## src/rtl/hm_time_if.sv

```systemverilog
// Bundle of the timekeeping core's control inputs and display outputs.
// The master side drives sec_carry, mode, selects, keys and mode_idx.
interface hm_time_if;
    logic       sec_carry;
    logic       mode;
    logic       sel_min;
    logic       sel_hour;
    logic       key1;
    logic       key2;
    logic [3:0] mode_idx;
    logic       day_carry;
    logic [6:0] S3;
    logic [6:0] S4;
    logic [6:0] S5;
    logic [6:0] S6;
    logic [6:0] S7;

    modport master (
        output sec_carry, mode, sel_min, sel_hour, key1, key2, mode_idx,
        input  day_carry, S3, S4, S5, S6, S7
    );

    modport slave (
        input  sec_carry, mode, sel_min, sel_hour, key1, key2, mode_idx,
        output day_carry, S3, S4, S5, S6, S7
    );
endinterface

```

## src/rtl/hm_time_core.sv

```systemverilog
// Minutes/hours counter of the digital clock: counts on seconds carry in run mode,
// steps with synchronized push-button edges in set mode, drives five 7-segment digits.
module hm_time_core #(
    parameter int MIN_MOD  = 60,
    parameter int HOUR_MOD = 24
) (
    input  logic        clk_50,
    input  logic        rst,
    hm_time_if.slave    bus
);
    localparam int MW = $clog2(MIN_MOD);
    localparam int HW = $clog2(HOUR_MOD);
    localparam logic [MW-1:0] MIN_MAX  = MW'(MIN_MOD - 1);
    localparam logic [HW-1:0] HOUR_MAX = HW'(HOUR_MOD - 1);

    function automatic logic [6:0] seg7(input logic [3:0] v);
        logic [6:0] s;
        case (v)
            4'h0: s = 7'b1000000;
            4'h1: s = 7'b1111001;
            4'h2: s = 7'b0100100;
            4'h3: s = 7'b0110000;
            4'h4: s = 7'b0011001;
            4'h5: s = 7'b0010010;
            4'h6: s = 7'b0000010;
            4'h7: s = 7'b1111000;
            4'h8: s = 7'b0000000;
            4'h9: s = 7'b0010000;
            4'hA: s = 7'b0001000;
            4'hB: s = 7'b0000011;
            4'hC: s = 7'b1000110;
            4'hD: s = 7'b0100001;
            4'hE: s = 7'b0000110;
            default: s = 7'b0001110;
        endcase
        return s;
    endfunction

    logic [MW-1:0] minute_q, minute_d;
    logic [HW-1:0] hour_q, hour_d;
    logic [1:0]    key_s1_q, key_s2_q, key_prev_q;
    logic [1:0]    key_fall;
    logic          key1_ev, key2_ev, step_up, step_dn, adj_min, adj_hour;
    logic          min_at_max, hour_at_max, min_carry;

    // Keys are active-low; a press is the synchronized level going 1->0.
    always_ff @(posedge clk_50 or posedge rst) begin
        if (rst) begin
            key_s1_q   <= 2'b11;
            key_s2_q   <= 2'b11;
            key_prev_q <= 2'b11;
        end else begin
            key_s1_q   <= {bus.key2, bus.key1};
            key_s2_q   <= key_s1_q;
            key_prev_q <= key_s2_q;
        end
    end

    assign key_fall = key_prev_q & ~key_s2_q;
    assign key1_ev  = key_fall[0];
    assign key2_ev  = key_fall[1];
    assign step_up  = key1_ev & ~key2_ev;
    assign step_dn  = key2_ev & ~key1_ev;
    assign adj_min  = bus.sel_min & ~bus.sel_hour;
    assign adj_hour = bus.sel_hour & ~bus.sel_min;

    assign min_at_max  = (minute_q == MIN_MAX);
    assign hour_at_max = (hour_q == HOUR_MAX);
    assign min_carry   = bus.sec_carry & min_at_max;

    always_comb begin
        minute_d = minute_q;
        hour_d   = hour_q;
        if (!bus.mode) begin
            if (bus.sec_carry) begin
                minute_d = min_at_max ? '0 : minute_q + MW'(1);
                if (min_carry)
                    hour_d = hour_at_max ? '0 : hour_q + HW'(1);
            end
        end else if (adj_min) begin
            if (step_up)
                minute_d = min_at_max ? '0 : minute_q + MW'(1);
            else if (step_dn)
                minute_d = (minute_q == '0) ? MIN_MAX : minute_q - MW'(1);
        end else if (adj_hour) begin
            if (step_up)
                hour_d = hour_at_max ? '0 : hour_q + HW'(1);
            else if (step_dn)
                hour_d = (hour_q == '0) ? HOUR_MAX : hour_q - HW'(1);
        end
    end

    always_ff @(posedge clk_50 or posedge rst) begin
        if (rst) begin
            minute_q <= '0;
            hour_q   <= '0;
        end else begin
            minute_q <= minute_d;
            hour_q   <= hour_d;
        end
    end

    assign bus.day_carry = ~bus.mode & min_carry & hour_at_max;

    // Digit order: minute units, minute tens, hour units, hour tens, mode.
    logic [3:0] digit [5];
    logic [6:0] seg_w [5];

    assign digit[0] = 4'(minute_q % MW'(10));
    assign digit[1] = 4'(minute_q / MW'(10));
    assign digit[2] = 4'(hour_q % HW'(10));
    assign digit[3] = 4'(hour_q / HW'(10));
    assign digit[4] = bus.mode_idx;

    generate
        for (genvar gi = 0; gi < 5; gi++) begin : g_seg
            assign seg_w[gi] = seg7(digit[gi]);
        end
    endgenerate

    assign bus.S3 = seg_w[0];
    assign bus.S4 = seg_w[1];
    assign bus.S5 = seg_w[2];
    assign bus.S6 = seg_w[3];
    assign bus.S7 = seg_w[4];
endmodule

```

## src/flat_wrapper.sv

```systemverilog
// flat-port wrapper written by rule: the top's interface ports become plain ports
module hm_time_core_flat 
#(
    parameter int MIN_MOD  = 60,
    parameter int HOUR_MOD = 24
)
  (clk_50, rst, bus_sec_carry, bus_mode, bus_sel_min, bus_sel_hour, bus_key1, bus_key2, bus_mode_idx, bus_day_carry, bus_S3, bus_S4, bus_S5, bus_S6, bus_S7);
  hm_time_if bus_i ();
  input  logic clk_50;
  input  logic rst;
  input wire logic [$bits(bus_i.sec_carry)-1:0] bus_sec_carry;
  input wire logic [$bits(bus_i.mode)-1:0] bus_mode;
  input wire logic [$bits(bus_i.sel_min)-1:0] bus_sel_min;
  input wire logic [$bits(bus_i.sel_hour)-1:0] bus_sel_hour;
  input wire logic [$bits(bus_i.key1)-1:0] bus_key1;
  input wire logic [$bits(bus_i.key2)-1:0] bus_key2;
  input wire logic [$bits(bus_i.mode_idx)-1:0] bus_mode_idx;
  output wire logic [$bits(bus_i.day_carry)-1:0] bus_day_carry;
  output wire logic [$bits(bus_i.S3)-1:0] bus_S3;
  output wire logic [$bits(bus_i.S4)-1:0] bus_S4;
  output wire logic [$bits(bus_i.S5)-1:0] bus_S5;
  output wire logic [$bits(bus_i.S6)-1:0] bus_S6;
  output wire logic [$bits(bus_i.S7)-1:0] bus_S7;
  assign bus_i.sec_carry = bus_sec_carry;
  assign bus_i.mode = bus_mode;
  assign bus_i.sel_min = bus_sel_min;
  assign bus_i.sel_hour = bus_sel_hour;
  assign bus_i.key1 = bus_key1;
  assign bus_i.key2 = bus_key2;
  assign bus_i.mode_idx = bus_mode_idx;
  assign bus_day_carry = bus_i.day_carry;
  assign bus_S3 = bus_i.S3;
  assign bus_S4 = bus_i.S4;
  assign bus_S5 = bus_i.S5;
  assign bus_S6 = bus_i.S6;
  assign bus_S7 = bus_i.S7;
  hm_time_core #(.MIN_MOD(MIN_MOD), .HOUR_MOD(HOUR_MOD)) u_core (.clk_50(clk_50), .rst(rst), .bus(bus_i));
endmodule
```

## config.mk

```make
export PLATFORM = sky130hd
export DESIGN_NAME = hm_time_core_flat
export DESIGN_NICKNAME = d
export VERILOG_FILES = /design/src/rtl/hm_time_if.sv /design/src/rtl/hm_time_core.sv /design/src/flat_wrapper.sv
export SDC_FILE = /design/constraint.sdc
export NUM_CORES = 1
export LEC_CHECK = 0
export CAP_MARGIN = 30
export CORE_ASPECT_RATIO = 0.9
export CORE_MARGIN = 3
export CORE_UTILIZATION = 58
export DETAILED_ROUTE_END_ITERATION = 10
export GPL_TIMING_DRIVEN = 0
export PLACE_DENSITY = 0.91
export SYNTH_ARGS = -nofsm -noshare
export SYNTH_HDL_FRONTEND = slang
export SYNTH_SLANG_ARGS = --single-unit
```

## constraint.sdc

```tcl
create_clock -name clk_50 -period 9.05 [get_ports clk_50]
set_clock_uncertainty 0.2 [all_clocks]
set_input_delay 1.81 -clock clk_50 [delete_from_list [all_inputs] [get_ports clk_50]]
set_output_delay 1.81 -clock clk_50 [all_outputs]
set_load 0.05 [all_outputs]
```

==> impl_metrics.toml, run 1 <==
[yosys]
synth-async-reset-ratio_pct = 100
ys_warn_count = 0
synth-edff-count = 0
syn_avg_cell_area_um2 = 8.13
synth_ff_type = "dfrtp_1"
syn_area_mm2 = 0.00259
yosysSeqAreaShare_pct = 16.7
synthesis.instances = 319
ys_seq_elements = 17
synth.distinct_cells = 62
synth_nets = 371

[die]
die_area_mm2 = 0.00531
io_pins = 48
rows = 22
dieWidth_um = 76.5
die_h_um = 69.4
start_util_pct = 62.0
core_mm2 = 0.00418

[timing]
report.final.slew_viol_count = 0
finalHoldViolations = 0
period_minus_slack_ps = 6590
fmax_mhz = 152
worstMarginPinSlew_ps = 621
setup_tns_ps = 0
finalSetupViolCount = 0
rsz0062_at_grt = "no"
maxSlewHeadroom_pct = 58.6
finalCritPeriodShare_pct = 72.8

[global_route]
grt_pass1_wl_um = 10500
antenna_found_initial = 0
grt_max_degree = 18
grt.total_usage_pct = 22.9
grt_overflow = 0
grt_pass1_vias = 2408

[finish]
areaGrowthSynthToFinish_pct = 22.6
fill_cells = 332
antenna_cells = 0
post_route_cells_drive_above_1_share_pct = 10.8
stdcell_area_mm2 = 0.00318
layout.nets = 423

[clock_tree]
tritoncts = "yes"
cts_sinks = 17
worstSkewPairLatency_ps = 260
cts_hold_buf = 0
clk_path_buf_depth = 2
clkTransAtPathRegs_ps = 60
cts_made_buffers = 3
htree_levels = 1
cts_setup_buffers = 0
post_cts_resized = 0
clock-root-buffer = "clkbuf_8"

[worst_setup_path]
arrival_ps = 4580
crit_type = "reg2out"
worst_path_largest_cell_delay_ps = 830
crit_fanout = 8
cp_cell_sequence = "inv_1, ha_1, nand2_2, a211o_1, a31oi_4, and2_4, inv_2, a221oi_4, xnor2_1, ha_1, o2bb2a_1, nor2_1, nor3_1, clkdlybuf4s50_1"
path_depth = 14
required_ps = 7040
ff2ff_path_depth = 9
worst-path-buf-inv = 3
start_kind = "flip-flop"
cp_slowest_cell = "clkdlybuf4s50_1"
end_kind = "output port"
path_common_cell = "ha_1"
critPathTopFamily = "compound AO/OA/AOI/OAI gates"

[routing]
drtIter0Drc = 200
first_pass_iters = 4
drtAntennaViolNets = 0
route.vias.total = 2519
via_per_inst = 5.86
drt_wl_total_um = 6110
wl_per_cell_um = 14.2
drc_errors = 0

[hold_path]
hold_depth = 0
hold_class = "reg2reg"

[job]
max_cap_viol_count = 0

[run_status]
status = "finished clean"

[placed_design]
dpl.hpwl_um = 4740
gp_congestion = 0.855
port_buffers = 46
dpl-instance-area_mm2 = 0.00313
==> Yosys cell counts (3+ instances only) <==
master     n  area [µm²]
mux2_2     4        45.0
nand2_1   32         120
o21ai_0   29         145
nor2_1    18        67.6
dfstp_2    6         158
nor2b_1    4        25.0
inv_1     20        75.1
buf_2      3        15.0
dfrtp_1   11         275
o22ai_1    7        43.8
o31ai_1    3        22.5
nand2b_1   8        50.1
buf_4      4        30.0
mux2i_1   11         110
nand3_1   12        60.1
xnor2_1    8        70.1
nand3b_1   4        30.0
a21boi_0   3        22.5
a21oi_1   23         115
clkbuf_1   7        26.3
and3_1     3        18.8
nor3_1     4        20.0
ha_1      40         500
and2_1     4        25.0
==> metrics by stage <==
stage / cells / utilization (%) / setup slack (ps) / hold slack, ps
floorplan: 319 / - / 2710 / 145
global placement: 425 / 74.8 / 2860 / 146
detailed placement: 425 / 74.8 / 2770 / 147
CTS: 429 / 75.9 / 2470 / 156
global route: 430 / 76.0 / 2150 / 160
finish: 430 / 76.0 / 2460 / 156
==> logic make-up after synthesis <==
kind of cell	share of synthesized area [%]
simple gates	19.1
compound gates	27.1
fa+ha+maj	19.3
buf+inv	6.37
mux	8.59
flops	16.7
xor+xnor	2.70
other cells	0.145
==> layer usage <==
layer | global-route usage (%) | vias up | routed length, µm
met1 | 30.2 | 1197 | 2730
met5 | 0 | - | 0
met4 | 4.43 | 0 | 4
met3 | 4.16 | 2 | 357
li1 | - | 1241 | -
met2 | 39.3 | 79 | 3020
==> worst register-to-register path: cells and delay by family (launching register included) <==
kind / cells / cell delay (ps)
buffers and inverters: 2 / 610
flip-flops: 1 / 370
AO/OA/AOI/OAI: 3 / 310
AND/OR/NAND/NOR: 3 / 550
adder cells (fa/ha/maj): 1 / 250
==> sequential cells by signal, summed over array words and instances, names as in the netlist <==
| name | count |
|---|---|
| u_core.hour_q | 5 |
| u_core.key_prev_q | 2 |
| u_core.key_s1_q | 2 |
| u_core.key_s2_q | 2 |
| u_core.minute_q | 6 |
==> worst paths after layout <==
kind / end / startpoint / slack, ps
hold / removal: u_core.key_s2_q[0] / u_core.key_s1_q[0] / 160
setup reg to reg: u_core.minute_q[5] / u_core.minute_q[1] / 6610
max in group asynchronous: u_core.hour_q[4] / rst / 6500
min in group asynchronous: u_core.minute_q[2] / rst / 1740
setup / recovery: bus_S3[6] / u_core.minute_q[3] / 2460
hold reg to reg: u_core.key_s2_q[0] / u_core.key_s1_q[0] / 160
==> layout make-up <==
type,count,area [µm²],share of cell area [%]
Multi-Input combinational cell,265,1990,62.7
Timing Repair Buffer,47,465,14.6
Sequential cell,17,433,13.6
Buffer,15,82.6,2.60
Inverter,22,82.6,2.60
Tap cell,60,75.1,2.36
Clock buffer,3,41.3,1.30
Clock inverter,1,5.00,0.157
==> cells in the final DEF (no fill, tap or decap), types with 2 or more instances in the layout <==
master,count
a211o_1,2
a21boi_0,3
a21o_1,2
a21oi_1,23
a22o_1,2
a31oi_1,2
a32o_1,2
a41oi_1,2
and2_1,4
and3_1,3
buf_2,4
buf_4,4
clkbuf_1,7
clkbuf_8,3
clkdlybuf4s50_1,46
dfrtp_1,11
dfstp_2,6
ha_1,40
inv_1,20
inv_2,2
mux2_2,4
mux2i_1,11
mux4_2,2
nand2_1,32
nand2b_1,8
nand3_1,12
nand3b_1,4
nor2_1,18
nor2b_1,4
nor3_1,4
o211ai_1,2
o21ai_0,29
o21ai_1,2
o22ai_1,7
o2bb2ai_1,2
o31ai_1,3
or2_2,2
or3_1,2
xnor2_1,8
Power of run 1 is left out: the tool's default activity adds up to more than one toggle a clock period on the data nets, which glitch-free logic cannot reach.
==> run 2: changes to the inputs <==
Settings changed: CORE_UTILIZATION 58 to 54, PLACE_DENSITY 0.91 to 0.86.
Clock period 9.05 ns to 6.3 ns, I/O delays scaled along.
==> impl_metrics.toml, run 2 (same netlist as run 1, synthesis figures left out) <==
[timing]
maxSlewHeadroom_pct = 55.2
rsz0062_at_grt = "no"
fmax_mhz = 165
worstMarginPinSlew_ps = 672
report.final.slew_viol_count = 0
finalSetupViolCount = 0
period_minus_slack_ps = 6080
finalCritPeriodShare_pct = 96.5
fin_ws_ps = 223
setup_tns_ps = 0
finalHoldViolations = 0

[worst_setup_path]
arrival_ps = 4620
crit_fanout = 10
required_ps = 4840
path_common_cell = "ha_1"
end_kind = "output port"
cp_cell_sequence = "buf_4, inv_1, ha_1, nand2_2, a211o_1, a31oi_4, and2_4, inv_2, a221oi_4, xnor2_1, ha_1, o2bb2a_1, nor2_1, nor3_1, clkdlybuf4s50_1"
start_kind = "flip-flop"
worst_path_largest_cell_delay_ps = 840
cp_slowest_cell = "clkdlybuf4s50_1"
crit_type = "reg2out"

[finish]
areaGrowthSynthToFinish_pct = 22.8
layout.nets = 423
final_cell_mix = "46 x clkdlybuf4s50_1, 40 x ha_1, 32 x nand2_1"
post_route_cells_drive_above_1_share_pct = 10.8
largest_reg_flops = 6
final_common_cell = "clkdlybuf4s50_1"
reg_top3 = "u_core.minute_q: 6 flops, u_core.hour_q: 5 flops"
top_register = "u_core.minute_q"
antenna_cells = 0
finish.utilization_pct = 70.0

[clock_tree]
clkTransAtPathRegs_ps = 80
htree_levels = 1
cts_sinks = 17
clk_path_buf_depth = 2
clock-root-buffer = "clkbuf_8"
cts_hold_buf = 0
tritoncts = "yes"
cts_made_buffers = 3
worstSkewPairLatency_ps = 260

[routing]
drtAntennaViolNets = 0
via_per_inst = 5.85
drtIter0Drc = 239
drt_wl_total_um = 6150
drc_errors = 0
route.vias.total = 2529
wl_per_cell_um = 14.2
first_pass_iters = 5

[global_route]
grt_pass1_vias = 2322
antenna_found_initial = 0
grt_max_degree = 18
grt.total_usage_pct = 22.0
grt_pass1_wl_um = 10400
grt_overflow = 0

[die]
core_mm2 = 0.00455
rows = 23
start_util_pct = 57.0
die_area_mm2 = 0.00567
dieWidth_um = 79.0
die_h_um = 71.7
io_pins = 48

[hold_path]
hold_class = "reg2reg"

[placed_design]
gp_congestion = 0.917
dpl.hpwl_um = 4660
pre_cts_ws_ps = 560
port_buffers = 46

[run_status]
status = "finished clean"

[job]
max_cap_viol_count = 0
## run 2: cell types whose count changed in the layout (fill, tap and decap cells not counted), sizes merged
cell	delta
buf	-1
clkbuf	+1
clkinv	-1
clkinvlp	+1
## run 2: stage by stage
stage,std cells,area (µm²),hold WS [ps]
after global routing,432,3180,159
after detailed placement,427,3130,149
final,432,3180,158
after global placement,427,3130,146
after floorplan,319,2590,145
after CTS,431,3180,156
## run 2: cell type report
type	instances	area (µm²)
repair buffers	47	465
well taps	62	77.6
clock buffers	3	41.3
multi-input cells	265	1990
clock inverters	1	7.51
fillers	370	1360
inverters	22	82.6
plain buffers	15	82.6
flip-flops and latches	17	433
## run 2: metal layers
layer / vias up / wire length, µm / part of all wire (%) / track usage, %
met5: - / 0 / 0 / 0
met4: 0 / 47 / 0.76 / 5.53
met3: 5 / 309 / 5.0 / 2.26
met2: 94 / 2920 / 48 / 36.5
met1: 1187 / 2870 / 47 / 30.6
li1: 1243 / - / - / -
## run 2: path summary, 6_finish.rpt
path	cells after the start	slack, ps	from	to
max	15	220	u_core.minute_q[4]	bus_S3[6]
min	0	160	u_core.key_s1_q[0]	u_core.key_s2_q[0]
max reg2reg	9	3800	u_core.minute_q[1]	u_core.minute_q[2]
min reg2reg	0	160	u_core.key_s1_q[0]	u_core.key_s2_q[0]
min in group asynchronous	2	1190	rst	u_core.hour_q[2]
max in group asynchronous	2	4280	rst	u_core.minute_q[3]
## run 2: worst max-delay path, delay by kind of cell, from the launching register on
kind	cells	cell delay, ps
AND/OR/NAND/NOR	4	570
buffers and inverters	4	1180
XOR/XNOR	1	230
AO/OA/AOI/OAI	4	1260
adder cells (fa/ha/maj)	2	710
flip-flops	1	390
## run 2: timing repair
action | 4_1_cts | 5_1_grt
gates resized for setup | 0 | 1
setup endpoints to repair | 0 | 2
setup buffers | 0 | 0
Power of run 2 is left out for the same reason.
==> run 3: changes to the inputs <==
Settings changed: CELL_PAD_IN_SITES_DETAIL_PLACEMENT set to 1, CELL_PAD_IN_SITES_GLOBAL_PLACEMENT set to 2, CORE_UTILIZATION 54 to 31, PLACE_DENSITY 0.86 to 0.85.
==> impl_metrics.toml, run 3 (same netlist as run 1, synthesis figures left out) <==
[timing]
finalHoldViolations = 0
finalCritPeriodShare_pct = 95.3
fin_ws_ps = 296
maxSlewHeadroom_pct = 54.6
worstMarginPinSlew_ps = 680
finalSetupViolCount = 0
rsz0062_at_grt = "no"
report.final.slew_viol_count = 0
period_minus_slack_ps = 6000
setup_tns_ps = 0
fmax_mhz = 167

[die]
core_mm2 = 0.00785
start_util_pct = 33.0
die_h_um = 92.8
io_pins = 48
dieWidth_um = 102
rows = 30
die_area_mm2 = 0.00950

[clock_tree]
cts_sinks = 17
clk_path_buf_depth = 2
clock-root-buffer = "clkbuf_8"
cts_made_buffers = 3
worstSkewPairLatency_ps = 250
clkTransAtPathRegs_ps = 70
tritoncts = "yes"
htree_levels = 1
cts_setup_buffers = 0

[hold_path]
hold_class = "reg2reg"
hold_depth = 0

[global_route]
antenna_found_initial = 0
grt_max_degree = 18
grt_pass1_vias = 2480
grt_overflow = 0
grt_pass1_wl_um = 12300
grt.total_usage_pct = 15.3

[finish]
reg_top3 = "u_core.minute_q: 6 flops, u_core.hour_q: 5 flops"
antenna_cells = 0
top_register = "u_core.minute_q"
layout.nets = 423
fill_cells = 929
areaGrowthSynthToFinish_pct = 24.8
final_cell_mix = "42 x clkdlybuf4s50_1, 40 x ha_1, 32 x nand2_1"
stdcell_area_mm2 = 0.00323
final_common_cell = "clkdlybuf4s50_1"
fin_cells = 466
post_route_cells_drive_above_1_share_pct = 10.8
largest_reg_flops = 6

[worst_setup_path]
required_ps = 4840
path_common_cell = "ha_1"
cp_cell_sequence = "inv_1, ha_1, nand2_2, a211o_1, a31oi_4, and2_4, inv_2, a221oi_4, xnor2_1, ha_1, mux2i_1, o22ai_1, clkdlybuf4s50_1"
arrival_ps = 4540
end_kind = "output port"
ff2ff_path_depth = 9
worst_path_largest_cell_delay_ps = 840
cp_slowest_cell = "clkdlybuf4s50_1"
crit_fanout = 8
crit_type = "reg2out"
start_kind = "flip-flop"

[routing]
first_pass_iters = 4
drtAntennaViolNets = 0
via_per_inst = 5.41
drc_errors = 0
drtIter0Drc = 59
drt_wl_total_um = 7280
wl_per_cell_um = 15.6
route.vias.total = 2519

[placed_design]
port_buffers = 46
place_inst = 462
pre_cts_ws_ps = 448
gp_congestion = 0.813
dpl.hpwl_um = 5690
dpl-instance-area_mm2 = 0.00318

[job]
max_cap_viol_count = 0

[run_status]
status = "finished clean"
run 3: final timing paths:
kind                               startpoint                  to  slack (ps)
setup / recovery           u_core.minute_q[3]           bus_S3[5]         300
hold / removal             u_core.key_s1_q[0]  u_core.key_s2_q[0]         160
setup reg to reg           u_core.minute_q[1]  u_core.minute_q[2]        3720
hold reg to reg            u_core.key_s1_q[0]  u_core.key_s2_q[0]         160
max in group asynchronous                 rst  u_core.minute_q[5]        4260
min in group asynchronous                 rst  u_core.minute_q[3]        1210
run 3: final cells by class:
class	count	area, µm²	area share, %
multi-input combinational	265	1990	61.7
timing repair buffer	47	475	14.7
sequential	17	433	13.4
tap	96	120	3.71
buffer	15	82.6	2.55
inverter	22	82.6	2.55
clock buffer	3	41.3	1.28
clock inverter	1	5.00	0.155
run 3: timing repair:
action | 4_1_cts | 5_1_grt
resized for setup | 0 | 5
hold buffers | 0 | 0
endpoints found under the setup margin | 0 | 8
run 3: critical path, delay by kind of cell, from the launching register on:
| kind | cells | cell delay, ps |
|---|---|---|
| and+or+nand+nor | 2 | 330 |
| adders and majority gates | 2 | 760 |
| AOI/OAI and AO/OA | 4 | 1280 |
| xor gates and xnor gates | 1 | 280 |
| muxes | 1 | 90 |
| buffers and inverters | 3 | 1090 |
| DFF | 1 | 470 |
run 3: through the flow:
step	hold slack, ps	util [%]
finish	157	41.2
CTS	159	41.1
global placement	147	40.4
floorplan	145	-
global route	164	41.2
detailed placement	148	40.5
run 3: metal layers:
layer | vias to the layer above | share of wire, % | global-route usage [%] | routed length (µm)
met3 | 0 | 2.8 | 1.51 | 206
met1 | 1238 | 53 | 23.8 | 3870
met4 | 0 | 0 | 0.328 | 0
met2 | 41 | 44 | 23.8 | 3200
li1 | 1240 | - | - | -
met5 | - | 0 | 0 | 0
Power of run 3 is left out for the same reason.
